[src/rtl/shadowmask_pkg.sv]
// Shared opcodes, state encoding and ROM layout constants for the shadow-mask loader.
package shadowmask_pkg;

   localparam logic [2:0] OP_CTRL = 3'b000;
   localparam logic [2:0] OP_VMAX = 3'b001;
   localparam logic [2:0] OP_HMAX = 3'b010;
   localparam logic [2:0] OP_LUT  = 3'b011;

   localparam int         LUT_ENTRIES = 64;
   localparam logic [6:0] HDR_IDX     = 7'd0;

   typedef enum logic [2:0] {
      ST_IDLE,
      ST_CTRL,
      ST_DIS,
      ST_VMAX,
      ST_HMAX,
      ST_LUT,
      ST_FIN
   } state_t;

   // The mask block only accepts sizes up to 7; larger header nibbles saturate.
   function automatic logic [3:0] clamp7(input logic [3:0] v);
      return (v > 4'd7) ? 4'd7 : v;
   endfunction

endpackage

[src/rtl/shadowmask_loader_if.sv]
// Pattern ROM read port plus the command bus towards the shadow-mask block.
interface shadowmask_loader_if #(
   parameter int SEL_W  = 3,
   parameter int ROM_AW = SEL_W + 7
);

   logic [ROM_AW-1:0] rom_addr;
   logic [7:0]        rom_data;
   logic              cmd_wr;
   logic [15:0]       cmd_in;
   logic              busy;
   logic              done;

   modport master (
      output rom_addr,
      output cmd_wr,
      output cmd_in,
      output busy,
      output done,
      input  rom_data
   );

   modport slave (
      input  rom_addr,
      input  cmd_wr,
      input  cmd_in,
      input  busy,
      input  done,
      output rom_data
   );

endinterface

[src/rtl/shadowmask_loader.sv]
// Replays a pattern from the mask ROM as a 68-command burst and forwards control-bit
// changes to the shadow-mask block as single CTRL writes.
module shadowmask_loader
   import shadowmask_pkg::*;
#(
   parameter int SEL_W  = 3,
   parameter int ROM_AW = SEL_W + 7
) (
   input  logic             clk_sys,
   input  logic             reset_n,
   input  logic [SEL_W-1:0] mask_sel,
   input  logic             mask_2x,
   input  logic             mask_rotate,
   input  logic             mask_en,
   input  logic             force_reload,
   shadowmask_loader_if.master bus
);

   state_t            state;
   state_t            state_nxt;
   logic              reload_pend;
   logic [SEL_W-1:0]  applied_sel;
   logic [SEL_W-1:0]  sel_l;
   logic [2:0]        applied_ctrl;
   logic [2:0]        ctrl_live;
   logic [6:0]        idx;
   logic [5:0]        lut_k;
   logic              load_req;
   logic              sel_off;
   logic [ROM_AW-1:0] rom_addr_w;

   assign sel_off    = (mask_sel == '0);
   assign ctrl_live  = {mask_rotate, mask_2x, mask_en & ~sel_off};
   assign load_req   = reload_pend | (mask_sel != applied_sel);
   // ROM data lags the address by one cycle, so LUT entry k is on the bus while idx = k+2.
   assign lut_k      = idx[5:0] - 6'd2;
   assign rom_addr_w = {sel_l, idx};
   assign bus.rom_addr = rom_addr_w;

   always_ff @(posedge clk_sys or negedge reset_n) begin
      if (!reset_n) begin
         state <= ST_IDLE;
      end else begin
         state <= state_nxt;
      end
   end

   always_comb begin
      state_nxt = state;
      case (state)
         ST_IDLE: begin
            if (load_req) begin
               state_nxt = sel_off ? ST_CTRL : ST_DIS;
            end else if (ctrl_live != applied_ctrl) begin
               state_nxt = ST_CTRL;
            end
         end
         ST_CTRL: state_nxt = ST_IDLE;
         ST_DIS:  state_nxt = ST_VMAX;
         ST_VMAX: state_nxt = ST_HMAX;
         ST_HMAX: state_nxt = ST_LUT;
         ST_LUT: begin
            if (lut_k == 6'(LUT_ENTRIES - 1)) begin
               state_nxt = ST_FIN;
            end
         end
         ST_FIN:  state_nxt = ST_IDLE;
         default: state_nxt = ST_IDLE;
      endcase
   end

   always_comb begin
      bus.cmd_wr = 1'b0;
      bus.cmd_in = 16'h0000;
      bus.busy   = 1'b0;
      bus.done   = 1'b0;
      case (state)
         ST_CTRL: begin
            bus.cmd_wr = 1'b1;
            bus.cmd_in = {OP_CTRL, 10'd0, applied_ctrl};
         end
         ST_DIS: begin
            bus.cmd_wr = 1'b1;
            bus.busy   = 1'b1;
            bus.cmd_in = {OP_CTRL, 10'd0, applied_ctrl};
         end
         ST_VMAX: begin
            bus.cmd_wr = 1'b1;
            bus.busy   = 1'b1;
            bus.cmd_in = {OP_VMAX, 9'd0, clamp7(bus.rom_data[7:4])};
         end
         ST_HMAX: begin
            bus.cmd_wr = 1'b1;
            bus.busy   = 1'b1;
            bus.cmd_in = {OP_HMAX, 9'd0, clamp7(bus.rom_data[3:0])};
         end
         ST_LUT: begin
            bus.cmd_wr = 1'b1;
            bus.busy   = 1'b1;
            bus.cmd_in = {OP_LUT, 3'd0, lut_k, 1'b0, bus.rom_data[2:0]};
         end
         ST_FIN: begin
            bus.cmd_wr = 1'b1;
            bus.busy   = 1'b1;
            bus.done   = 1'b1;
            bus.cmd_in = {OP_CTRL, 10'd0, ctrl_live};
         end
         default: begin
            bus.cmd_wr = 1'b0;
         end
      endcase
   end

   // Shadow registers follow what has actually been written to the mask block, so the
   // idle compare against the live inputs decides what still needs to be sent.
   always_ff @(posedge clk_sys or negedge reset_n) begin
      if (!reset_n) begin
         reload_pend  <= 1'b1;
         applied_sel  <= '0;
         applied_ctrl <= 3'b000;
         sel_l        <= '0;
         idx          <= HDR_IDX;
      end else begin
         if (force_reload) begin
            reload_pend <= 1'b1;
         end else if (state == ST_IDLE && load_req) begin
            reload_pend <= 1'b0;
         end
         case (state)
            ST_IDLE: begin
               if (load_req && sel_off) begin
                  applied_sel  <= '0;
                  applied_ctrl <= ctrl_live;
               end else if (load_req) begin
                  sel_l           <= mask_sel;
                  idx             <= HDR_IDX;
                  applied_ctrl[0] <= 1'b0;
               end else if (ctrl_live != applied_ctrl) begin
                  applied_ctrl <= ctrl_live;
               end
            end
            ST_VMAX, ST_HMAX, ST_LUT: begin
               idx <= idx + 7'd1;
            end
            ST_FIN: begin
               applied_sel  <= sel_l;
               applied_ctrl <= ctrl_live;
            end
            default: begin
               idx <= idx;
            end
         endcase
      end
   end

endmodule

[src/flat_wrapper.sv]
// flat-port wrapper written by rule: the top's interface ports become plain ports
module shadowmask_loader_flat import shadowmask_pkg::*;
#(
   parameter int SEL_W  = 3,
   parameter int ROM_AW = SEL_W + 7
)
  (clk_sys, reset_n, mask_sel, mask_2x, mask_rotate, mask_en, force_reload, bus_rom_addr, bus_cmd_wr, bus_cmd_in, bus_busy, bus_done, bus_rom_data);
  shadowmask_loader_if #(.SEL_W(SEL_W), .ROM_AW(ROM_AW)) bus_i ();
  input  logic clk_sys;
  input  logic reset_n;
  input  logic [SEL_W-1:0] mask_sel;
  input  logic mask_2x;
  input  logic mask_rotate;
  input  logic mask_en;
  input  logic force_reload;
  output wire logic [$bits(bus_i.rom_addr)-1:0] bus_rom_addr;
  output wire logic [$bits(bus_i.cmd_wr)-1:0] bus_cmd_wr;
  output wire logic [$bits(bus_i.cmd_in)-1:0] bus_cmd_in;
  output wire logic [$bits(bus_i.busy)-1:0] bus_busy;
  output wire logic [$bits(bus_i.done)-1:0] bus_done;
  input wire logic [$bits(bus_i.rom_data)-1:0] bus_rom_data;
  assign bus_rom_addr = bus_i.rom_addr;
  assign bus_cmd_wr = bus_i.cmd_wr;
  assign bus_cmd_in = bus_i.cmd_in;
  assign bus_busy = bus_i.busy;
  assign bus_done = bus_i.done;
  assign bus_i.rom_data = bus_rom_data;
  shadowmask_loader #(.SEL_W(SEL_W), .ROM_AW(ROM_AW)) u_core (.clk_sys(clk_sys), .reset_n(reset_n), .mask_sel(mask_sel), .mask_2x(mask_2x), .mask_rotate(mask_rotate), .mask_en(mask_en), .force_reload(force_reload), .bus(bus_i));
endmodule
[config.mk]
export PLATFORM = sky130hd
export DESIGN_NAME = shadowmask_loader_flat
export DESIGN_NICKNAME = d
export VERILOG_FILES = /design/src/rtl/shadowmask_pkg.sv /design/src/rtl/shadowmask_loader_if.sv /design/src/rtl/shadowmask_loader.sv /design/src/flat_wrapper.sv
export SDC_FILE = /design/constraint.sdc
export NUM_CORES = 1
export LEC_CHECK = 0
export BUFFER_PORTS_ARGS = -buffer_cell sky130_fd_sc_hd__buf_4
export CAP_MARGIN = 20
export CORE_MARGIN = 1.5
export CORE_UTILIZATION = 51
export DETAILED_ROUTE_END_ITERATION = 8
export PLACE_DENSITY = 0.8
export SLEW_MARGIN = 30
export SYNTH_ARGS = -nofsm -noshare
export SYNTH_HDL_FRONTEND = slang
export SYNTH_SLANG_ARGS = --single-unit
[constraint.sdc]
create_clock -name clk_sys -period 2.46 [get_ports clk_sys]
set_input_delay 0.246 -clock clk_sys [delete_from_list [all_inputs] [get_ports clk_sys]]
set_output_delay 0.246 -clock clk_sys [all_outputs]
set_load 0.005 [all_outputs]
# ---- Yosys cells after proc, flatten, opt, wreduce, memory -nomap -nowiden
# Cells that the tools add are included.
dict set report op_classes {
  addsub 2
  n_lt_le_gt_ge 2
  n_eq_ne 17
  n_mux 23
  bitwise_logic 4
  n_reduce_logical 17
}
# cell count
set op_table {}
lappend op_table {{$pmux 15 s5} 1}
lappend op_table {{$mux 3} 6}
lappend op_table {{$pmux 3 s5} 1}
lappend op_table {{$mux 7} 2}
lappend op_table {{$pmux 7 s2} 1}
lappend op_table {{$pmux 3 s2} 2}
lappend op_table {{$eq 3x3->1 const B} 3}
lappend op_table {{$reduce_and 3->1} 3}
lappend op_table {{$gt 4x3->1 const B} 2}
lappend op_table {{$mux 4} 2}
lappend op_table {{$add 7x1->7 const B} 1}
lappend op_table {{$eq 3x2->1 const B} 2}
lappend op_table {{$eq 6x6->1 const B} 1}
lappend op_table {{$logic_not 3->1} 2}
lappend op_table {{$mux 1} 6}
lappend op_table {{$ne 3x3->1} 2}
lappend op_table {{$reduce_and 2->1} 3}
lappend op_table {{$reduce_bool 2->1} 3}
lappend op_table {{$reduce_or 6->1} 1}
lappend op_table {{$sub 6x2->6 const B} 1}
lappend op_table {{$reduce_or 5->1} 1}
lappend op_table {{$mux 2} 2}
lappend op_table {{$ne 2x1->1 const B} 2}
lappend op_table {{$ne 2x2->1 const B} 2}
lappend op_table {{other kinds (11)} 13}
dict set report word_totals {
  regBits 20
  inputBits 17
  out_inout_bits 29
  word_cells 72
}

# ---- Longest topological paths before layout
# Gate-level depths: netlist of run 1.
dict set report depth {
  ltp_word 8
  mapped_depth 7
  mapped_depth_nobuf 6
}

# ---- Least setup slack after synthesis of run 1
# OpenSTA, ideal clock, no wires.
dict set report synth_timing {
  kind {register to register}
  from {register u_core.applied_sel[2]}
  to {register u_core.applied_ctrl[1]}
  setup_ps 125
  arrival_ps 2019
  required_time_ps 2335
  path_slack_ps 316
  path_stages_with_launch 8
  path_buffers 2
  synth_period_minus_slack_ps 2144
  cell_sequence {dfrtp_1 xor2_1 or4_4 buf_6 and3_4 buf_6 a211o_1 mux2_4}
}
dict set report synth_via {
  elab_chain_cells 5
  word_cells_on_any_way 8
  classes_between {eq/ne (3); mux (2); bitwise (1); reduce/logical (2)}
}
# item line_no
set synth_lines {}
lappend synth_lines {{start, declared} shadowmask_loader.sv:22} ;# logic [SEL_W-1:0] applied_sel;
lappend synth_lines {{start signal, assigned} shadowmask_loader.sv:146} ;# applied_sel <= sel_l;
lappend synth_lines {{$ne 3x3->1 (*)} shadowmask_loader.sv:34} ;# assign load_req = reload_pend | (mask_sel != applied_sel);
lappend synth_lines {{$or 1x1->1 (*)} shadowmask_loader.sv:34}
lappend synth_lines {{$logic_and 1x1->1} shadowmask_loader.sv:131} ;# if (load_req && sel_off) begin
lappend synth_lines {{$ne 3x3->1 (no source line) (tied with other cells)} n/a}
lappend synth_lines {{$reduce_and 3->1 (no source line) / $pmux 3 s2 (equally long branches)} n/a}
lappend synth_lines {{end signal, assigned} shadowmask_loader.sv:133} ;# applied_ctrl <= ctrl_live;
lappend synth_lines {{end signal, assigned} shadowmask_loader.sv:139} ;# applied_ctrl <= ctrl_live;
lappend synth_lines {{end signal, assigned} shadowmask_loader.sv:147} ;# applied_ctrl <= ctrl_live;
lappend synth_lines {{end, declared} shadowmask_loader.sv:24} ;# logic [2:0] applied_ctrl;
# Mark *: on every way between the ends. The rest lies on a longest branch, timed or not.
# A chain may end at the register's enable or synchronous reset.

# ---- Worst setup path after layout of run 1
dict set report layout_timing {
  from {register u_core.state[2]}
  to {output port bus_cmd_in[2]}
}
dict set report layout_via {
  elab_chain_cells 3
  word_cells_on_any_way 8
  classes_between {eq/ne (6); mux (1); reduce/logical (1)}
}
# item line_no
set layout_lines {}
lappend layout_lines {{start, declared} shadowmask_loader.sv:19} ;# state_t state;
lappend layout_lines {{start signal, assigned} shadowmask_loader.sv:44} ;# state <= state_nxt;
lappend layout_lines {{$eq 3x1->1 / $eq 3x2->1 (equally long branches)} shadowmask_loader.sv:77} ;# case (state)
lappend layout_lines {{$reduce_or 2->1 (no source line)} n/a}
lappend layout_lines {{$pmux 15 s5 (*)} shadowmask_loader.sv:77}
lappend layout_lines {{end, declared} flat_wrapper.sv:18} ;# output wire logic [$bits(bus_i.cmd_in)-1:0] bus_cmd_in;
# Marked as above.

==> out/qor_table.md, run 1 <==
| Quantity | Reported |
|:---|:---|
| Result of the run | complete, no violations |
| Main area contributors after synthesis | dfrtp_1, nor2_1, o21ai_0 |
| Design Area, Final | 0.00184 mm^2 |
| Overall die width | 57.1 um |
| Top cell type by total area after synthesis | dfrtp_1 |
| Worst ir drop on vdd | 0.000804 V |
| Combined area of all synthesized cells | 0.00149 mm^2 |
| IO Port Bufs | 40 |
| Vias after detailed routing | 1364 |
| GRT met1 Usage | 0.304 |
| Global-route wire length before repair | 6110 um |
| Htree depth | 1 |
| Type of origin of the critical path | register |
| Netlist cell types | 47 |
| Smallest hold slack | 119 ps |
| Average vias per placed instance | 5.64 |
| Gate count after technology mapping | 175 |
| Period Utilization, post-route | 0.884 |
| Unrepaired setup endpoints after global routing | no |
| Capturing element type of the critical path | output pin |
| Worst-case clock skew | 6.19 ps |
| Average cell area after synthesis | 8.53 um^2 |
| Final RePlAce weighted congestion | 0.873 |
| Largest net degree at the start of global routing | 21 |
| Number of fill cells | 238 |
| Ratio of total power to cell area | 1150 mW/mm^2 |
| FP Rows | 19 |
| Overflow after GRT | 0 |
| Antenna violations before repair | 0 |
| Ratio of cells with drive above 1 in the final layout | 0.284 |
| Number of max-capacitance violations reported | 0 |
| Core Region | 0.00276 mm^2 |
| Diode count | 0 |
| TritonCTS buffer count | 3 |
| Final TNS setup | 0 ps |
| Num Clock Sinks | 20 |
| All-Layer GR Usage | 0.237 |
| Number of remaining DRC errors | 0 |
| Most common flop cell mapped by yosys | dfrtp_1 |
| WP data required | 2210 ps |
| Data arrival at the endpoint of the critical path | 1930 ps |
| Post-placement cell area | 0.00178 mm^2 |
| Number of enable flip-flop cells after synthesis | 0 |
| Count leader, synth | dfrtp_1 |
| Cell Chain, Critical Path | buf_4 > nor2b_2 > o21ai_0 > o21ai_0 > nand2_1 > o221ai_1 > buf_4 |
| Count of endpoints failing setup in the final report | 0 |
| Register area share after synthesis | 0.336 |
| Hold WC Path Type | input pin to register |
| First DRT Iteration DRCs | 45 |
| Clock input transition at the sequential cells of the worst setup and hold paths | 120 ps |
| Initial cell density of the core | 0.541 |
| Asr flop ratio synth | 1.00 |
| Worst-path maximum fanout | 13 |
| Area added between synthesis and finish | 23.6% |
| Total die area | 0.00326 mm^2 |
| Area taken by flip-flops and latches | 502 um^2 |
| Largest stage delay on the critical path | 520 ps |
| Number of I/O pins | 46 |
| Post-layout net count | 233 |
| Relative slew slack | 0.609 |
| Number of global-route vias before repair | 1354 |
| Final-report max-slew violation count | 0 |
| Drt pass-1 iters | 4 |
| HPWL after DPL | 2700 um |
| Total routed wirelength | 3500 um |
| Critical Path Slowest Stage Cell | dfrtp_1 |
| Maximum buffer depth of the clock tree | 2 |
| Met3 demand-to-capacity share in global routing | 0.0408 |
| Critical setup path kind | register to output pin |
| Top post-synthesis cells by count | dfrtp_1, nor2_1, o21ai_0, a21oi_1 |
| Shortest period the worst path allows | 2180 ps |
| Slew of the pin with the lowest slew margin | 581 ps |
| Skew-Pair Late Insertion Delay | 300 ps |
| Detailed-route wire length per cell | 14.4 um |
| Peak-usage layer in the global routing report | met2 |
| Overall die height | 57.1 um |
| Yosys warnings | 0 |
| Static leakage | 0.895 nW |
| Maximum clock frequency | 460 MHz |
| Final number of hold-violating endpoints | 0 |
| Multi-input logic area | 885 um^2 |
| CTS root buffer | clkbuf_4 |
| Fraction of post-synthesis cell area in the top cell type by area | 0.319 |
| Post-route antenna net violation count | 0 |
| Clock tree from TritonCTS | built |
| Number of synthesized register bits | 20 |
| Global routing met2 resource utilization | 0.399 |
power breakdown:
part           leakage, nW  switching [mW]  internal [mW]
Sequential           0.253           0.171          0.456
Clock               0.0279           0.106          0.165
Combinational        0.614           0.585          0.641
kinds of logic (layout without fill, tap and decap cells):
group,count (synthesis),in the layout,synth area share
other cells,1,5,0.00251
simple gates,59,59,0.207
compound gates,47,47,0.204
xor+xnor,12,12,0.0704
mux,8,8,0.0637
buf+inv,24,56,0.0830
flops,20,20,0.336
fa+ha+maj,4,4,0.0335
flip-flops by register name (all words and copies together) (netlist names):
| name | cells |
|---|---|
| u_core.applied_sel | 3 |
| u_core.sel_l | 3 |
| u_core.idx | 7 |
| u_core.state | 3 |
| u_core.applied_ctrl | 3 |
| u_core.reload_pend | 1 |
routing by layer:
| metal | part of all wire | vias to the layer above | wire, um |
|---|---|---|---|
| li1 | - | 681 | - |
| met1 | 0.44 | 642 | 1550 |
| met2 | 0.50 | 32 | 1750 |
| met3 | 0.034 | 9 | 120 |
| met4 | 0.020 | 0 | 71 |
| met5 | 0 | - | 0 |
metrics by stage:
| stage | util | total power [mW] | setup WS [ps] | std cells |
|---|---|---|---|---|
| after global routing | 0.669 | 2.31 | 151 | 242 |
| after detailed placement | 0.645 | 1.85 | 372 | 237 |
| after CTS | 0.668 | 2.13 | 77.7 | 242 |
| final | 0.669 | 2.12 | 284 | 242 |
| after global placement | 0.645 | 1.82 | 405 | 237 |
| after floorplan | - | 1.43 | 316 | 179 |
worst max-delay path, delay by kind of cell (launching register included):
family	cells	cell delay, ps
AOI/OAI and AO/OA	3	320
buffers and inverters	2	380
DFF	1	520
and+or+nand+nor	2	400
cell type report:
type | instances | share of cell area
clock buffer | 3 | 0.0122
clock inverter | 1 | 0.0163
inverter | 7 | 0.0142
multi-input combinational | 135 | 0.480
sequential | 20 | 0.272
tap | 31 | 0.0210
timing repair buffer | 45 | 0.185
cells in the final DEF, fill, tap and decap left out, types with 2 or more instances in the layout:
cell	Yosys	routed
mux2_2	4	4
nor2b_1	5	4
clkbuf_4	0	3
a211oi_1	3	3
mux2_4	2	2
o22ai_1	2	2
mux2i_1	2	2
nor3_1	4	4
a22o_1	3	3
conb_1	1	5
nand3_1	5	5
a21oi_1	11	11
o31ai_1	2	2
dfrtp_1	19	19
inv_1	7	7
or3_1	3	3
xnor2_1	6	6
o21a_1	2	2
a22oi_1	2	2
nand2_1	9	9
and3_1	4	4
xor2_1	6	6
nand2b_1	2	2
buf_4	5	44
ha_1	4	4
nand3b_1	2	2
nor2_1	18	18
a21o_1	2	2
o21ai_0	12	12
repair_timing:
item / in CTS / in global routing
gates resized for setup: 0 / 1
setup buffers: 0 / 0
hold endpoints to repair: 19 / 0
endpoints found under the setup margin: 0 / 1
hold buffers: 1 / 0
path summary, 6_finish.rpt:
path / to / slack (ps) / cells after the start / start
worst max-delay path: bus_cmd_in[2] / 280 / 7 / u_core.state[2]
min in group asynchronous: u_core.idx[0] / 350 / 2 / reset_n
worst min-delay path: u_core.reload_pend / 120 / 2 / force_reload
max in group asynchronous: u_core.reload_pend / 1840 / 2 / reset_n
worst min register to register: u_core.reload_pend / 530 / 1 / u_core.reload_pend
worst max register to register: u_core.applied_ctrl[2] / 370 / 5 / u_core.applied_sel[2]
Power figures use the tool's default switching activity.
==> inputs of run 2 (changes only) <==
Settings changed: ABC_AREA from default to 1, CORE_UTILIZATION 51 to 50, PLACE_DENSITY 0.8 to 0.79.
==> out/qor_table.md, run 2 <==
| Quantity | Reported |
|:---|:---|
| Result of the run | complete, no violations |
| Maximum buffer depth of the clock tree | 2 |
| CTS resizes | 0 |
| IO Port Bufs | 40 |
| Period Utilization, post-route | 0.851 |
| Vias after detailed routing | 1390 |
| Number of setup buffers added after CTS | 0 |
| Fraction of post-synthesis cell area in the top cell type by area | 0.332 |
| Num Clock Sinks | 20 |
| Most common cell after layout, fill and taps aside | nand2_1 |
| Final number of hold-violating endpoints | 0 |
| Capturing element type of the critical path | output pin |
| Average cell area after synthesis | 6.80 um^2 |
| Drt pass-1 iters | 4 |
| Post-route antenna net violation count | 0 |
| Ratio of total power to cell area | 1030 mW/mm^2 |
| Detailed-route wire length per cell | 10.9 um |
| Static leakage | 1.03 nW |
| Core Region | 0.00273 mm^2 |
| Highest metal used | met4 |
| Clock input transition at the sequential cells of the worst setup and hold paths | 110 ps |
| Register area share after synthesis | 0.350 |
| Hold WC Path Type | input pin to register |
| Area added between synthesis and finish | 23.6% |
| Total die area | 0.00320 mm^2 |
| Most frequent cells in the layout | nand2_1, buf_4, inv_1, nor2_1, dfrtp_1 |
| Number of fill cells | 275 |
| Yosys warnings | 0 |
| Top post-synthesis cells by count | nand2_1, inv_1, dfrtp_1, nor2_1, o21ai_0 |
| Detailed route wirelength on metal2 | 1410 um |
| First DRT Iteration DRCs | 89 |
| M1 WL | 1490 um |
| Global-route wire length before repair | 5450 um |
| Antenna violations before repair | 0 |
| CTS root buffer | clkbuf_4 |
| Largest net degree at the start of global routing | 21 |
| Worst ir drop on vdd | 0.000810 V |
| Top reg by flops | u_core.idx |
| Overall die width | 56.6 um |
| Final TNS setup | 0 ps |
| Met3 wirelength from detailed routing | 151 um |
| Maximum clock frequency | 478 MHz |
| Cell Chain, Critical Path | nand3_2 > nand2_1 > o21ai_0 > o2111ai_1 > buf_4 |
| Largest stage delay on the critical path | 630 ps |
| Asr flop ratio synth | 1.00 |
| Final RePlAce weighted congestion | 0.796 |
| Hold-fix buffers, CTS | 1 |
| Combined area of all synthesized cells | 0.00143 mm^2 |
| WP data required | 2210 ps |
| Htree depth | 1 |
| Total routed wirelength | 3080 um |
| Gate count after technology mapping | 211 |
| Diode count | 0 |
| Number of remaining DRC errors | 0 |
| FP Rows | 19 |
| All-Layer GR Usage | 0.211 |
| Top cell type by total area after synthesis | dfrtp_1 |
| Average vias per placed instance | 4.91 |
| Smallest hold slack | 133 ps |
| Initial cell density of the core | 0.524 |
| HPWL after DPL | 2410 um |
| Count leader, synth | nand2_1 |
| Critical setup path kind | register to output pin |
| Critical Path Slowest Stage Cell | dfrtp_1 |
| Number of max-capacitance violations reported | 0 |
| Number of synthesized register bits | 20 |
| Number of I/O pins | 46 |
| Netlist cell types | 27 |
| TritonCTS buffer count | 3 |
| Worst-case clock skew | 2.61 ps |
| Main area contributors after synthesis | dfrtp_1, nand2_1, inv_1 |
| Skew-Pair Late Insertion Delay | 300 ps |
| Most common flop cell mapped by yosys | dfrtp_1 |
| Unrepaired setup endpoints after global routing | no |
| Post-layout net count | 274 |
| Clock tree from TritonCTS | built |
| Flip-flop count of the largest register after layout | 7 |
| Final-report max-slew violation count | 0 |
| Count of endpoints failing setup in the final report | 0 |
| Shortest period the worst path allows | 2090 ps |
| Worst-path maximum fanout | 10 |
| Data arrival at the endpoint of the critical path | 1850 ps |
| Overall die height | 56.6 um |
| Type of origin of the critical path | register |
| Ratio of cells with drive above 1 in the final layout | 0.218 |
| Number of enable flip-flop cells after synthesis | 0 |
| Number of global-route vias before repair | 1260 |
| Overflow after GRT | 0 |
## run 2: cell count changes after synthesis, moves of 4 or more
cell,previous run,this run
a21oi_1,11,6
clkbuf_1,9,0
nand2_1,9,77
nor2b_1,5,0
inv_1,7,29
and3_1,4,0
mux2_2,4,0
xnor2_1,6,2
nand3_1,5,10
## run 2: cell families after synthesis
| logic type | Yosys count | share of synthesized area |
|---|---|---|
| compound gates | 30 | 0.123 |
| flops | 20 | 0.350 |
| simple gates | 113 | 0.338 |
| other cells | 1 | 0.00262 |
| fa+ha+maj | 4 | 0.0349 |
| xor+xnor | 5 | 0.0305 |
| buf+inv | 38 | 0.121 |
## run 2: critical path, delay by kind of cell, from the launching register on
| family | cells | cell delay (ps) |
|---|---|---|
| AOI/OAI and AO/OA | 2 | 220 |
| and+or+nand+nor | 2 | 550 |
| DFF | 1 | 630 |
| buffers and inverters | 1 | 140 |
## run 2: final cells by class
class / instances / area (um^2) / share of cell area
sequential: 20 / 502 / 0.283
clock buffer: 4 / 36.3 / 0.0205
timing repair buffer: 41 / 310 / 0.175
multi-input combinational: 157 / 773 / 0.436
tap: 31 / 38.8 / 0.0219
inverter: 30 / 113 / 0.0635
## run 2: through the flow
| stage | setup WS, ps | cell area [um^2] | total power, mW | utilization | cells |
|---|---|---|---|---|---|
| floorplan | 1100 | 1450 | 1.29 | - | 215 |
| global placement | 767 | 1730 | 1.64 | 0.632 | 278 |
| detailed placement | 721 | 1730 | 1.66 | 0.632 | 278 |
| CTS | 375 | 1770 | 1.86 | 0.649 | 283 |
| global route | 239 | 1770 | 2.04 | 0.649 | 283 |
| finish | 368 | 1770 | 1.83 | 0.649 | 283 |
## run 2: worst paths after layout
path,startpoint,endpoint,slack (ps),cells after the start
max,u_core.state[2],bus_cmd_in[2],370,5
min,force_reload,u_core.reload_pend,130,2
max reg2reg,u_core.idx[1],u_core.state[1],840,9
min reg2reg,u_core.applied_sel[1],u_core.applied_sel[1],490,2
max in group asynchronous,reset_n,u_core.reload_pend,1850,2
min in group asynchronous,reset_n,u_core.applied_ctrl[1],340,2
## run 2: metal layers
layer | vias to the layer above | global-route usage
met1 | 619 | 0.298
met5 | - | 0
met4 | 0 | 0.0612
li1 | 732 | -
met3 | 4 | 0.0253
met2 | 35 | 0.339
## run 2: report_power, final
group	switching (mW)	total (mW)	internal, mW
sequential	0.154	0.606	0.452
clock	0.102	0.192	0.0903
combinational	0.571	1.04	0.465
==> inputs of run 3 (changes only) <==
Settings changed: HOLD_SLACK_MARGIN from default to 0.12.
Clock period 2.46 ns to 2.5 ns, I/O delays scaled along.
==> out/qor_table.md, run 3 (synthesized netlist as in run 2, its figures left out) <==
| Quantity | Reported |
|:---|:---|
| Worst setup path endpoint | bus_cmd_in[2] |
| Maximum clock frequency | 477 MHz |
| CTS root buffer | clkbuf_4 |
| Flip-flop count of the largest register after layout | 7 |
| Result of the run | complete, no violations |
| Number of fill cells | 269 |
| Type of origin of the critical path | register |
| Util after Layout | 0.649 |
| Area added between synthesis and finish | 23.6% |
| Overall die width | 56.6 um |
| Critical Path Slowest Stage Cell | dfrtp_1 |
| Shortest period the worst path allows | 2100 ps |
| Number of setup buffers added after CTS | 0 |
| CTS resizes | 0 |
| Final RePlAce weighted congestion | 0.799 |
| Number of I/O pins | 46 |
| Cell Chain, Critical Path | nand3_2 > nand2_1 > o21ai_0 > o2111ai_1 > buf_4 |
| Number of remaining DRC errors | 0 |
| Final TNS setup | 0 ps |
| FP Rows | 19 |
| Crit Reg-Reg Startpoint | u_core.idx[1] |
| Hold Crit Start | force_reload |
| Global-route wire length before repair | 5320 um |
| Worst-case clock skew | 7.99 ps |
| Unrepaired setup endpoints after global routing | no |
| CP Launch Point | u_core.state[2] |
| Static leakage | 1.03 nW |
| Drt pass-1 iters | 4 |
| Post-route antenna net violation count | 0 |
| R2r worst-path depth | 9 |
| Data arrival at the endpoint of the critical path | 1850 ps |
| Post-layout net count | 274 |
| Total die area | 0.00320 mm^2 |
| Average vias per placed instance | 4.90 |
| Hold WC Path Type | input pin to register |
| Number of global-route vias before repair | 1210 |
| Count of endpoints failing setup in the final report | 0 |
| WP data required | 2250 ps |
| Antenna violations before repair | 0 |
| Total routed wirelength | 3070 um |
| Vias after detailed routing | 1387 |
| Num Clock Sinks | 20 |
| First DRT Iteration DRCs | 53 |
| Most frequent cells in the layout | nand2_1, buf_4, inv_1, nor2_1, dfrtp_1 |
| Worst-case register-to-register setup slack | 890 ps |
| All-Layer GR Usage | 0.206 |
| HPWL after DPL | 2410 um |
| Most common cell after layout, fill and taps aside | nand2_1 |
| Diode count | 0 |
| Overflow after GRT | 0 |
| Overall die height | 56.6 um |
| Final-report max-slew violation count | 0 |
| Worst ir drop on vdd | 0.000851 V |
| Period Utilization, post-route | 0.839 |
| Critical setup path kind | register to output pin |
| Maximum buffer depth of the clock tree | 2 |
| Worst-path maximum fanout | 10 |
| Top reg by flops | u_core.idx |
| Core Region | 0.00273 mm^2 |
| Clock tree from TritonCTS | built |
| Initial cell density of the core | 0.524 |
| Largest stage delay on the critical path | 630 ps |
| Ratio of total power to cell area | 1020 mW/mm^2 |
| Largest net degree at the start of global routing | 21 |
| TritonCTS buffer count | 3 |
| Skew-Pair Late Insertion Delay | 300 ps |
| Capturing element type of the critical path | output pin |
| Hold-fix buffers, CTS | 1 |
| Clock input transition at the sequential cells of the worst setup and hold paths | 120 ps |
| Number of max-capacitance violations reported | 0 |
| Ratio of cells with drive above 1 in the final layout | 0.218 |
| Capture point of the worst reg-to-reg path | u_core.state[1] |
| Detailed-route wire length per cell | 10.9 um |
| Final number of hold-violating endpoints | 0 |
| IO Port Bufs | 40 |
| Htree depth | 1 |
run 3: cell counts in the layout (fill, tap and decap cells not counted):
No cell type changed its count.
run 3: cell type report:
class,instances,area (um^2),area share
Sequential cell,20,502,0.283
Timing Repair Buffer,41,310,0.175
Clock buffer,4,36.3,0.0205
Inverter,30,113,0.0635
Multi-Input combinational cell,157,773,0.436
Tap cell,31,38.8,0.0219
run 3: metal layers:
layer / global-route usage / vias to the layer above / wire (um)
met5: 0 / - / 0
met4: 0.0646 / 0 / 10
met3: 0.0346 / 2 / 171
met2: 0.321 / 34 / 1420
met1: 0.291 / 623 / 1470
li1: - / 728 / -
run 3: per-stage QoR:
step	setup WS [ps]	hold WS (ps)	area, um^2	instances	total power [mW]
after floorplan	1140	-45.6	1450	215	1.27
after global placement	802	143	1730	278	1.61
after detailed placement	777	146	1730	278	1.63
after CTS	419	134	1770	283	1.83
after global routing	250	135	1770	283	2.00
final	403	136	1770	283	1.81
run 3: critical path: cells and delay by family (launching register included):
family	cells	cell delay, ps
AO/OA/AOI/OAI	2	220
buffers and inverters	1	140
flip-flops	1	630
AND/OR/NAND/NOR	2	550
run 3: worst min-delay path by stage:
stage	end	slack, ps	cells after the start
6_report	u_core.reload_pend	140	2
4_1_cts	u_core.reload_pend	130	2
3_5_place_dp	u_core.applied_sel[2]	150	1
5_1_grt	u_core.reload_pend	130	2
3_3_place_gp	u_core.applied_sel[2]	140	1
2_1_floorplan	u_core.applied_ctrl[0]	-50	0
run 3: power by group:
part	internal, mW	switching, mW
Clock	0.0888	0.104
Sequential	0.445	0.153
Combinational	0.458	0.562
Total	0.991	0.820
